$ cat config.mk
export PLATFORM = sky130hd
export DESIGN_NAME = user_write_arbiter
export DESIGN_NICKNAME = d
export VERILOG_FILES = /design/src/rtl/user_arb_pkg.sv /design/src/rtl/rr_arbiter.sv /design/src/rtl/user_write_arbiter.sv
export SDC_FILE = /design/constraint.sdc
export NUM_CORES = 1
export LEC_CHECK = 0
export ABC_AREA = 1
export BUFFER_PORTS_ARGS = -buffer_cell sky130_fd_sc_hd__buf_2
export CAP_MARGIN = 40
export CORE_AREA = 2 2 99 101
export CTS_BUF_LIST = sky130_fd_sc_hd__clkbuf_16
export CTS_CLUSTER_DIAMETER = 80
export CTS_CLUSTER_SIZE = 10
export DETAILED_ROUTE_END_ITERATION = 8
export DIE_AREA = 0 0 101 103
export GPL_ROUTABILITY_DRIVEN = 0
export PLACE_DENSITY_LB_ADDON = 0.12
export SLEW_MARGIN = 25
export SYNTH_ARGS = -nofsm -noshare
export SYNTH_HDL_FRONTEND = slang
export SYNTH_SLANG_ARGS = --single-unit
$ cat constraint.sdc
create_clock -name clk -period 3.17 [get_ports clk]
set_clock_uncertainty 0.15 [all_clocks]
set_input_delay 0.951 -clock clk [delete_from_list [all_inputs] [get_ports clk]]
set_output_delay 0.951 -clock clk [all_outputs]
set_load 0.05 [all_outputs]
$ cat src/rtl/user_arb_pkg.sv
// Shared constants and per-user state encoding for the user write arbiter.
package user_arb_pkg;

    localparam int unsigned DATA_W_DEF      = 8;
    localparam int unsigned N_USERS_DEF     = 4;
    localparam int unsigned AUTH_ID_DEF     = 2;
    localparam int unsigned LOCK_THRESH_DEF = 3;
    localparam int unsigned BLOCK_CYC_DEF   = 16;
    localparam int unsigned USR_ID_W        = 2;
    localparam int unsigned VIOL_W          = 8;

    typedef logic [0:0] usr_state_t;
    localparam usr_state_t ST_OPEN    = 1'b0;
    localparam usr_state_t ST_BLOCKED = 1'b1;

endpackage

$ cat src/rtl/rr_arbiter.sv
// Combinational rotate-priority one-hot search starting just after last_grant.
module rr_arbiter #(
    parameter int unsigned N    = 4,
    parameter int unsigned ID_W = 2
) (
    input  logic [N-1:0]    req_mask,
    input  logic [ID_W-1:0] last_grant,
    output logic [N-1:0]    grant_c,
    output logic [ID_W-1:0] grant_id_c,
    output logic            grant_any_c
);

    logic [ID_W-1:0] idx;

    always_comb begin
        grant_c     = '0;
        grant_id_c  = '0;
        grant_any_c = 1'b0;
        idx         = '0;
        for (int unsigned off = 1; off <= N; off++) begin
            idx = ID_W'((32'(last_grant) + off) % N);
            if (!grant_any_c && req_mask[idx]) begin
                grant_c[idx] = 1'b1;
                grant_id_c   = idx;
                grant_any_c  = 1'b1;
            end
        end
    end

endmodule

$ cat src/rtl/user_write_arbiter.sv
// Round-robin write arbiter in front of a locked register; blocks users that
// repeatedly write without authorization and counts violations.
module user_write_arbiter
    import user_arb_pkg::*;
#(
    parameter int unsigned DATA_W      = DATA_W_DEF,
    parameter int unsigned N_USERS     = N_USERS_DEF,
    parameter int unsigned AUTH_ID     = AUTH_ID_DEF,
    parameter int unsigned LOCK_THRESH = LOCK_THRESH_DEF,
    parameter int unsigned BLOCK_CYC   = BLOCK_CYC_DEF
) (
    input  logic                      clk,
    input  logic                      rst_n,
    input  logic [N_USERS-1:0]        req_valid,
    input  logic [N_USERS*DATA_W-1:0] req_data,
    output logic [N_USERS-1:0]        req_ready,
    output logic [USR_ID_W-1:0]       out_usr_id,
    output logic [DATA_W-1:0]         out_data,
    output logic                      out_valid,
    input  logic                      viol_clr,
    output logic [VIOL_W-1:0]         viol_count,
    output logic                      viol_flag
);

    localparam int unsigned VC_W = $clog2(LOCK_THRESH + 1);
    localparam int unsigned BC_W = $clog2(BLOCK_CYC + 1);

    logic [N_USERS-1:0]  blocked;
    logic [N_USERS-1:0]  req_mask_c;
    logic [N_USERS-1:0]  grant_c;
    logic [USR_ID_W-1:0] grant_id_c;
    logic                grant_any_c;
    logic [USR_ID_W-1:0] last_grant;
    logic [DATA_W-1:0]   sel_data_c;
    logic                viol_c;

    assign req_mask_c = req_valid & ~blocked;
    assign req_ready  = grant_c;
    assign viol_c     = grant_any_c && (grant_id_c != USR_ID_W'(AUTH_ID));

    rr_arbiter #(
        .N    (N_USERS),
        .ID_W (USR_ID_W)
    ) u_rr (
        .req_mask    (req_mask_c),
        .last_grant  (last_grant),
        .grant_c     (grant_c),
        .grant_id_c  (grant_id_c),
        .grant_any_c (grant_any_c)
    );

    always_comb begin
        sel_data_c = '0;
        for (int unsigned i = 0; i < N_USERS; i++) begin
            if (grant_c[i]) sel_data_c = req_data[i*DATA_W +: DATA_W];
        end
    end

    // Forwarded write: ID drops to 0 when idle so AUTH_ID is never presented spuriously.
    always_ff @(posedge clk or negedge rst_n) begin
        if (!rst_n) begin
            last_grant <= USR_ID_W'(N_USERS - 1);
            out_valid  <= 1'b0;
            out_usr_id <= '0;
            out_data   <= '0;
        end else begin
            out_valid  <= grant_any_c;
            out_usr_id <= grant_any_c ? grant_id_c : '0;
            if (grant_any_c) begin
                last_grant <= grant_id_c;
                out_data   <= sel_data_c;
            end
        end
    end

    // Violation statistics; clear has priority over a same-cycle violation.
    always_ff @(posedge clk or negedge rst_n) begin
        if (!rst_n) begin
            viol_count <= '0;
            viol_flag  <= 1'b0;
        end else if (viol_clr) begin
            viol_count <= '0;
            viol_flag  <= 1'b0;
        end else if (viol_c) begin
            viol_flag <= 1'b1;
            if (viol_count != '1) viol_count <= viol_count + 1'b1;
        end
    end

    for (genvar gi = 0; gi < N_USERS; gi++) begin : g_user
        localparam bit IS_AUTH = (32'(gi) == AUTH_ID);

        usr_state_t      st_q, st_d;
        logic [VC_W-1:0] vc_q, vc_d;
        logic [BC_W-1:0] bc_q, bc_d;
        logic            hit_c;

        assign hit_c        = grant_c[gi] & ~IS_AUTH;
        assign blocked[gi]  = (st_q == ST_BLOCKED);

        always_ff @(posedge clk or negedge rst_n) begin
            if (!rst_n) begin
                st_q <= ST_OPEN;
                vc_q <= '0;
                bc_q <= '0;
            end else begin
                st_q <= st_d;
                vc_q <= vc_d;
                bc_q <= bc_d;
            end
        end

        always_comb begin
            st_d = st_q;
            vc_d = vc_q;
            bc_d = bc_q;
            case (st_q)
                ST_OPEN: begin
                    if (hit_c) begin
                        if (vc_q == VC_W'(LOCK_THRESH - 1)) begin
                            st_d = ST_BLOCKED;
                            vc_d = '0;
                            bc_d = BC_W'(BLOCK_CYC);
                        end else begin
                            vc_d = vc_q + 1'b1;
                        end
                    end
                end
                default: begin
                    if (bc_q == BC_W'(1)) begin
                        st_d = ST_OPEN;
                        bc_d = '0;
                    end else begin
                        bc_d = bc_q - 1'b1;
                    end
                end
            endcase
        end
    end

endmodule

[After elaboration in Yosys (flattened, before gate mapping)]
Cells that the tools add are included.
Cells by class
  reduce and logical (&&, ||, !) cells: 26
  $lt $le $gt $ge: 8
  add/subtract/negate cells: 12
  equality and inequality tests: 9
  bitwise logic cells: 8
  muxes and demuxes: 68
Operators with widths (count)
  2-to-1 mux 5 bit: 13
  2-to-1 mux 8 bit: 7
  2-to-1 mux 1 bit: 28
  equality test 5 x 1 -> 1 bit (second input constant): 4
  subtractor 5 x 1 -> 5 bit (second input constant): 4
  2-to-1 mux 2 bit: 8
  2-to-1 mux 4 bit: 4
  nonzero test 2 bit: 8
  AND reduction 2 bit: 7
  < comparator 2 x 3 -> 1 bit (second input constant): 4
  bitwise OR 4 bit: 3
  adder 2 x 1 -> 2 bit (second input constant): 5
  adder 8 x 1 -> 8 bit (second input constant): 1
  binary-select mux 1 bit (select 2 bit): 4
  demux 1 bit (select 2 bit): 4
  greater-or-equal comparator 2 x 1 -> 1 bit (second input constant): 4
  logical AND 1 bit: 8
  != test 8 bit (second input constant): 1
  equality test 2 bit (second input constant): 3
  adder 2 bit (second input constant): 2
  AND 4 bit: 1
  inverter 4 bit: 1
  logical NOT 1 bit: 3
  inverter 1 bit: 3
  != test 2 bit (second input constant): 1
Word-level totals
  register bits: 52
  input bits: 39

[Longest topological paths before layout]
Gate-level depths: netlist of the first run.
  depth in word-level cells: 18
  mapped depth: 14
  mapped depth without buffers: 14

[Cells and area by module]
From an unflattened synthesis of the first run, not the netlist that was laid out.
Second synthesis, totals
  cell total of the unflattened synthesis: 429
  area total of the unflattened synthesis: 3271.9 um^2
By module, submodules not included
  user_write_arbiter: times used 1, area each 2736.4 um^2, cells an instance 348
  rr_arbiter: times used 1, area each 535.5 um^2, cells an instance 81

[Worst setup path after synthesis of the first run]
OpenSTA, ideal clock, no wires.
  path kind: flip-flop to output port
  start point: register last_grant[1]
  end point: output port req_ready[2]
  slack: 0.038 ns
  required time: 2.069 ns
  cell stages (with the launch flop): 10
  arrival time: 2.031 ns
  path through: dfstp_2 -> inv_1 -> ha_1 -> inv_1 -> nand3_1 -> nand2_2 -> nand2_4 -> nor2_8 -> nand3_2 -> nand2_2
Between the ends
  longest elaborated chain between the ends: 13
  elaborated cells on any way between the ends: 48
  classes of those cells: 4 x add/sub; 8 x order compare; 23 x mux; 3 x bitwise; 10 x reduce/logical
RTL lines
  from (decl): RTL line user_write_arbiter.sv:33  | logic [USR_ID_W-1:0] last_grant;
  from (signal assigned): RTL line user_write_arbiter.sv:62  | last_grant <= USR_ID_W'(N_USERS - 1);
  from (signal assigned): RTL line user_write_arbiter.sv:70  | last_grant <= grant_id_c;
  branches (longest 12 deep; another with < comparator 2 x 3 -> 1 bit)
  2-to-1 mux 4 bit (*): RTL line rr_arbiter.sv:22  | if (!grant_any_c && req_mask[idx]) begin
  to (decl): RTL line user_write_arbiter.sv:16  | output logic [N_USERS-1:0] req_ready,
Mark *: on every way between the ends. The select of a mux whose other input is x is not followed.

[Final worst setup path of the first run]
  start point: register last_grant[0]
  end point: output port req_ready[3]
The elaborated chain is that of the path after synthesis.

==> results of run 1 <==
sequential cells by signal, summed over array words and instances, names as in the netlist:
name         cells
out_data         8
g_user.st_q      4
last_grant       2
viol_flag        1
g_user.bc_q     20
g_user.vc_q      6
out_valid        1
viol_count       8
out_usr_id       2
cells by family after synthesis:
kind of cell	synth area share, %
fa+ha+maj	6.68
buf+inv	5.90
xor+xnor	3.58
simple gates	32.8
compound gates	10.1
flops	41.0
worst paths after layout:
path / cells past startpoint / startpoint / to
worst max-delay path: 9 / last_grant[0]$_DFFE_PN1P_ / req_ready[3]
worst min-delay path: 1 / rst_n / g_user[0].bc_q[0]$_DFFE_PN0P_
worst max register to register: 13 / last_grant[0]$_DFFE_PN1P_ / viol_count[4]$_DFFE_PN0P_
worst min register to register: 2 / out_data[2]$_DFFE_PN0P_ / out_data[2]$_DFFE_PN0P_
max in group asynchronous: 2 / rst_n / last_grant[0]$_DFFE_PN1P_
min in group clk: 2 / out_data[2]$_DFFE_PN0P_ / out_data[2]$_DFFE_PN0P_
cell type report:
cell class / count / area, sq um
Tap cell: 114 / 143
Inverter: 43 / 164
Timing Repair Buffer: 81 / 497
Clock buffer: 5 / 125
Sequential cell: 52 / 1300
Clock inverter: 3 / 22.5
Multi-Input combinational cell: 306 / 1810
Fill cell: 950 / 5390
metrics by stage:
step           setup TNS [ns]  utilization [%]
2_1_floorplan               0                -
3_3_place_gp           -0.136             39.6
3_5_place_dp           -0.158             39.6
4_1_cts                     0             41.6
5_1_grt                -0.114             43.0
6_report                    0             43.0
per-layer routing:
layer / vias up / share of wire (%) / routed length, um
li1: 1504 / - / -
met1: 1326 / 46 / 3510
met2: 29 / 51 / 3900
met3: 6 / 2.4 / 186
met4: 0 / 0.60 / 46
met5: - / 0 / 0
worst reg2reg max path, stage by stage (launching register included):
cell	delay, ns
dfstp_2	0.55
inv_2	0.06
ha_4	0.30
buf_4	0.12
nand2_2	0.06
nand2_2	0.13
nor2_2	0.06
buf_4	0.13
o21ai_0	0.20
nand3_2	0.16
nand3_4	0.16
nand2_2	0.14
nand2_1	0.10
nand2_1	0.05
cell usage after synthesis:
cell type  count  share of area, %
nand3_1       53               8.3
buf_4          2              0.47
xor2_1         8               2.2
inv_2          5              0.59
o21ai_0       19               3.0
nand2_4        1              0.35
nor3_1         4              0.63
a21oi_4        1              0.51
inv_1         38               4.5
nand2_1      100                12
o22ai_1        4              0.79
o21ai_1        3              0.47
nand3_4        1              0.55
nor2_2         2              0.39
nand4_4        1              0.67
a21oi_1       25               3.9
o211ai_1       1              0.24
nor2_1        32               3.8
a211oi_1       2              0.47
nor2_4         2              0.71
nand4_1        6               1.2
dfstp_2        2               1.7
o41ai_1        1              0.28
nand2_2        7               1.4
a31oi_1        2              0.39
dfrtp_1       50                39
nand3_2        7               2.2
ha_1          17               6.7
buf_6          1              0.35
xnor2_1        5               1.4
or2_2          1              0.20
nor2_8         1              0.63
timing repair:
action / CTS / global route
setup endpoints to repair: 4 / 4
gates resized for setup: 11 / 33
hold buffers: 0 / 0
buffers inserted: 1 / 0
pin swaps: 3 / 14
==> impl_results.md, run 1 <==
* Post-route clock period utilization at about 98%
* Router iterations before antenna repair at 4
* Min Hold Slack at 0.338 ns
* DP Area at 3740 sq um
* Syn-to-layout area delta at 27.8%
* Tightest Pin Transition at 0.394 ns
* Hold Path Class: primary input to asynchronous set/reset pin
* Width of the die at 101 um
* Mapped Area at 3180 sq um
* Synth Warn # at 0
* Num CTS Buffers at 5
* Post-route cell area at a little over 4000 sq um
* Syn Nets at 460
* Nets at 545
* PortBufs at 62
* Post-route ant nets at 0
* CP required at 2.07 ns
* Min Tclk post-route at 3.11 ns
* CP bufs+invs at 2
* Clock-pin slew on the worst setup and hold paths at 0.08 ns
* Iteration-0 DRC Markers at 68
* Residual DRC count at 0
* Max Buffers Root-to-Sink at 2
* FF+latch count, synth at 52
* Largest net degree at the start of global routing at 29
* Vias per cell at 4.74
* Met1 usage at 20.2%
* Type of origin of the critical path: register
* DIE AREA at between 10000 and 15000 sq um
* Crit path largest cell delay at 0.55 ns
* Clk sinks at 52
* CTS tree: yes
* Met2 usage at 25.2%
* DR WL/cell at 12.7 um
* Gate Count Post-Synth at between 400 and 500
* Final setup margin at roughly 0.057 ns
* Starting Density at approximately a third
* Share of cells above drive strength 1 at 29.2%
* Total Routed Length at 7.65 mm
* Flop2flop setup slack at 0.69 ns
* Library cells used by synthesis at 32
* Status: complete, no violations
* Initial antenna violation count at 0
* GR Util met3 at about 2.1%
* Post-Layout Cell Count at between 600 and 700
* Max Cap Violations at 0
* Most Crowded Layer GR: met2
* Crit path cell chain: inv_2 > ha_4 > nand3_2 > nand2_4 > nand2_4 > nor2_8 > nand3_1 > nand4_4 > buf_8
* Final setup viols at 0
* Sequential element share of the synthesized area at 41.0%
* Max Fclk at 321 MHz
* Root Buffer: clkbuf_16
* Clk_lat worst skew at 0.29 ns
* DP Cell Count at 595
* Slew margin rel. at 73.6%
* Arrival @ worst endpoint at 2.01 ns
* Synthesized area per cell at 7.88 sq um
* Most frequent cells in the layout: 89 x nand2_1, 58 x buf_2, 50 x dfrtp_1, 47 x nand3_1, 36 x inv_1
* Vias post-DR at ~2900
* Final Hold Vio Count at 0
* First-pass GRT wire length at 12.3 mm
* GRT overflow at 0
* Slew Limit Fails at 0
* Post-DP HPWL at ~5.7 mm
* Tot GR Track Use at 14.8%
* H-tree depth at 2
* Antenna Cells at 0
* CP delay by family, top: simple AND/OR/NAND/NOR gates
* Post-Place Setup Slack at -0.0867 ns
* Core ar. at 9460 sq um
* Crit path kind: register to output port
* Commonest non-fill, non-tap cell in the layout: nand2_1
* Vias in the first global route at approximately 2600
* Worst path slowest cell: dfstp_2
* Critical Path End Type: output port
* Std cell rows at 36
* RSZ-0062 raised after global routing: yes
* Die height at 103 um
* Crit path top cell by count: nand2_4
* I/O pins at 63
* Largest fanout on the critical path at 5
Power of run 1 is left out: the tool's default activity adds up to more than one toggle a clock period on the data nets, which glitch-free logic cannot reach.
==> run 2, diff against run 1 <==
==> constraint.sdc (replaced) <==
create_clock -name clk -period 3.17 [get_ports clk]
set_clock_uncertainty 0.15 [all_clocks]
set_input_delay 0.4755 -clock clk [delete_from_list [all_inputs] [get_ports clk]]
set_output_delay 0.4755 -clock clk [all_outputs]
set_load 0.05 [all_outputs]
==> run 2 against run 1 <==
- register-to-register slack lost 0.27 ns
- critical path depth grew 1
- worst setup slack improved by 0.087 ns
- utilization fell by 1.9 points
- routed wire length is 0.27% lower
- global-route usage grew 0.39 points
==> impl_results.md, run 2 (synthesis gave the netlist of run 1 again) <==
* DIE AREA at 10400 sq um (unchanged)
* Largest Register: g_user.bc_q
* Pleak at 2.00 nW
* GRT overflow at 0 (unchanged)
* Tot GR Track Use at 15.2% (+0.39 points)
* Tightest Pin Transition at 0.591 ns (+0.197 ns)
* CTS Hold Buffers Added at 0 (unchanged)
* Worst reg2reg path depth at 13 (unchanged)
* Clk sinks at 52 (unchanged)
* First-pass GRT wire length at 12.6 mm (+2.1%)
* Nets at 538 (-1.3%)
* Residual DRC count at 0 (unchanged)
* Clk_lat worst skew at 0.29 ns (about the same)
* Logic pwr share at 64.3%
* CTS tree: yes
* Final Hold Vio Count at 0 (unchanged)
* Power Internal at 2.34 mW
* Most frequent cells in the layout: 100 x nand2_1, 60 x buf_2, 53 x nand3_1, 50 x dfrtp_1, 37 x inv_1
* Starting Density at 33.6% (unchanged)
* Largest registers: g_user.bc_q (20), out_data (8), viol_count (8)
* Die height at 103 um (unchanged)
* Final setup viols at 0 (unchanged)
* Slew Limit Fails at 0 (unchanged)
* Crit path kind: register to output port
* Crit path top cell by count: nand3_1
* Width of the die at 101 um (unchanged)
* DR WL/cell at 12.8 um (+0.89%)
* Share of cells above drive strength 1 at 23.8% (-5.4 points)
* Commonest non-fill, non-tap cell in the layout: nand2_1
* Post-DP HPWL at 5.75 mm (+0.13%)
* Post-route clock period utilization at 95.5% (-2.7 points)
* Worst path slowest cell: dfstp_2
* Max VDD drop at ~0.00046 V
* Core ar. at 9460 sq um (unchanged)
* Initial antenna violation count at 0 (unchanged)
* Clock group share of total power at 12.8%
* Std cell rows at 36 (unchanged)
* Flop2flop setup slack at 0.42 ns (-0.27 ns)
* Type of origin of the critical path: register
* Hold Path Class: primary input to asynchronous set/reset pin
* Sequential Power Share at a little under a quarter
* I/O pins at 63 (unchanged)
* Router iterations before antenna repair at 4 (unchanged)
* Post-route ant nets at 0 (unchanged)
* PortBufs at 62 (unchanged)
* Arrival @ worst endpoint at 2.40 ns (+0.39 ns)
* CP required at 2.54 ns (+0.47 ns)
* Max Buffers Root-to-Sink at 2 (unchanged)
* Vias per cell at 4.76 (+0.33%)
* Final Core Density at 41.2% (-1.9 points)
* Switching share of power at 52.7%
* Slew margin rel. at 60.6% (-13 points)
* Min Tclk post-route at 3.03 ns (-0.0871 ns)
* RR Startpoint: last_grant[0]$_DFFE_PN1P_
* Antenna Cells at 0 (unchanged)
* Iteration-0 DRC Markers at 87 (+28%)
* Syn-to-layout area delta at 22.3%
* Critical Path End Type: output port
* Psw at around 2.6 mW
* Vias in the first global route at 2721 (+3.4%)
* Total Routed Length at 7.63 mm (-0.27%)
* Number of flip-flops under the largest register name at 20 (unchanged)
* Status: complete, no violations
* Crit path largest cell delay at 0.59 ns (+0.04 ns)
* Clock-pin slew on the worst setup and hold paths at 0.07 ns (about the same)
* Num CTS Buffers at 5 (unchanged)
* Root Buffer: clkbuf_16
* H-tree depth at 2 (unchanged)
* PwrDens at 1270 nW/um^2
* Largest fanout on the critical path at 10 (+5)
* PnR Total Power at 4.96 mW
* Largest net degree at the start of global routing at 26 (-10%)
* Crit path cell chain: inv_2 > ha_1 > inv_1 > nand3_1 > nand2_2 > nand2_4 > nor2_8 > nand3_1 > nand2_1 > buf_2
* Max Cap Violations at 0 (unchanged)
* RR Endpoint: g_user[3].vc_q[1]$_DFFE_PN0P_
* Max Fclk at 330 MHz (+2.9%)
* Vias post-DR at 2841 (-0.84%)
==> run 2: what timing repair did <==
item                                    CTS  global route
buffers inserted                          0             6
resized for setup                         3             3
gates cloned                              0             0
endpoints found under the setup margin    1             4
pin swaps                                 0             1
==> run 2: worst max path at each step <==
stage / start / to / slack, ns / depth (start not counted)
finish: last_grant[0]$_DFFE_PN1P_ / req_ready[1] / 0.14 / 10
global route: last_grant[1]$_DFFE_PN1P_ / req_ready[0] / -0.001 / 10
CTS: last_grant[1]$_DFFE_PN1P_ / req_ready[2] / 0.05 / 10
detailed placement: last_grant[1]$_DFFE_PN1P_ / req_ready[2] / 0.25 / 10
global placement: last_grant[1]$_DFFE_PN1P_ / req_ready[2] / 0.32 / 10
floorplan: last_grant[1]$_DFFE_PN1P_ / req_ready[2] / 0.51 / 9
==> run 2: cell type report <==
| class | instances | area, sq um |
|---|---|---|
| sequential | 52 | 1300 |
| clock buffer | 5 | 125 |
| inverter | 43 | 165 |
| timing repair buffer | 74 | 409 |
| multi-input combinational | 306 | 1700 |
| clock inverter | 3 | 46.3 |
| fill | 970 | 5570 |
| tap | 114 | 143 |
==> run 2: through the flow <==
| stage | setup slack [ns] | setup TNS, ns | instance area, sq um | hold slack, ns | instances |
|---|---|---|---|---|---|
| finish | 0.144 | 0 | 3890 | 0.0312 | 597 |
| floorplan | 0.514 | 0 | 3180 | 0.0299 | 404 |
| detailed placement | 0.249 | 0 | 3650 | 0.325 | 583 |
| global route | -0.00137 | -0.00137 | 3890 | 0.0843 | 597 |
| CTS | 0.0504 | 0 | 3840 | 0.0653 | 591 |
| global placement | 0.323 | 0 | 3650 | 0.322 | 583 |
==> run 2: worst max-delay path: cells and delay by family, from the launching register on <==
| kind | cells | cell delay [ns] |
|---|---|---|
| simple gates | 6 | 0.65 |
| flops | 1 | 0.59 |
| buf+inv | 3 | 0.49 |
| fa+ha+maj | 1 | 0.37 |
==> run 2: metal layers <==
metal / GRT usage [%] / vias up / wire length [um]
met5: 0 / - / 0
met4: 6.34 / 0 / 180
met3: 2.51 / 13 / 186
met2: 25.1 / 31 / 3640
met1: 19.8 / 1310 / 3620
li1: - / 1487 / -
==> run 2: power groups by stage <==
stage / clock [mW] / sequential, mW / combinational [mW]
floorplan: 0 / 1.41 / 2.13
global placement: 0 / 1.15 / 3.07
detailed placement: 0 / 1.15 / 3.08
CTS: 0.661 / 1.14 / 3.12
global route: 0.685 / 1.17 / 3.60
finish: 0.637 / 1.13 / 3.19
No activity file was read; power rests on OpenSTA's default activity.
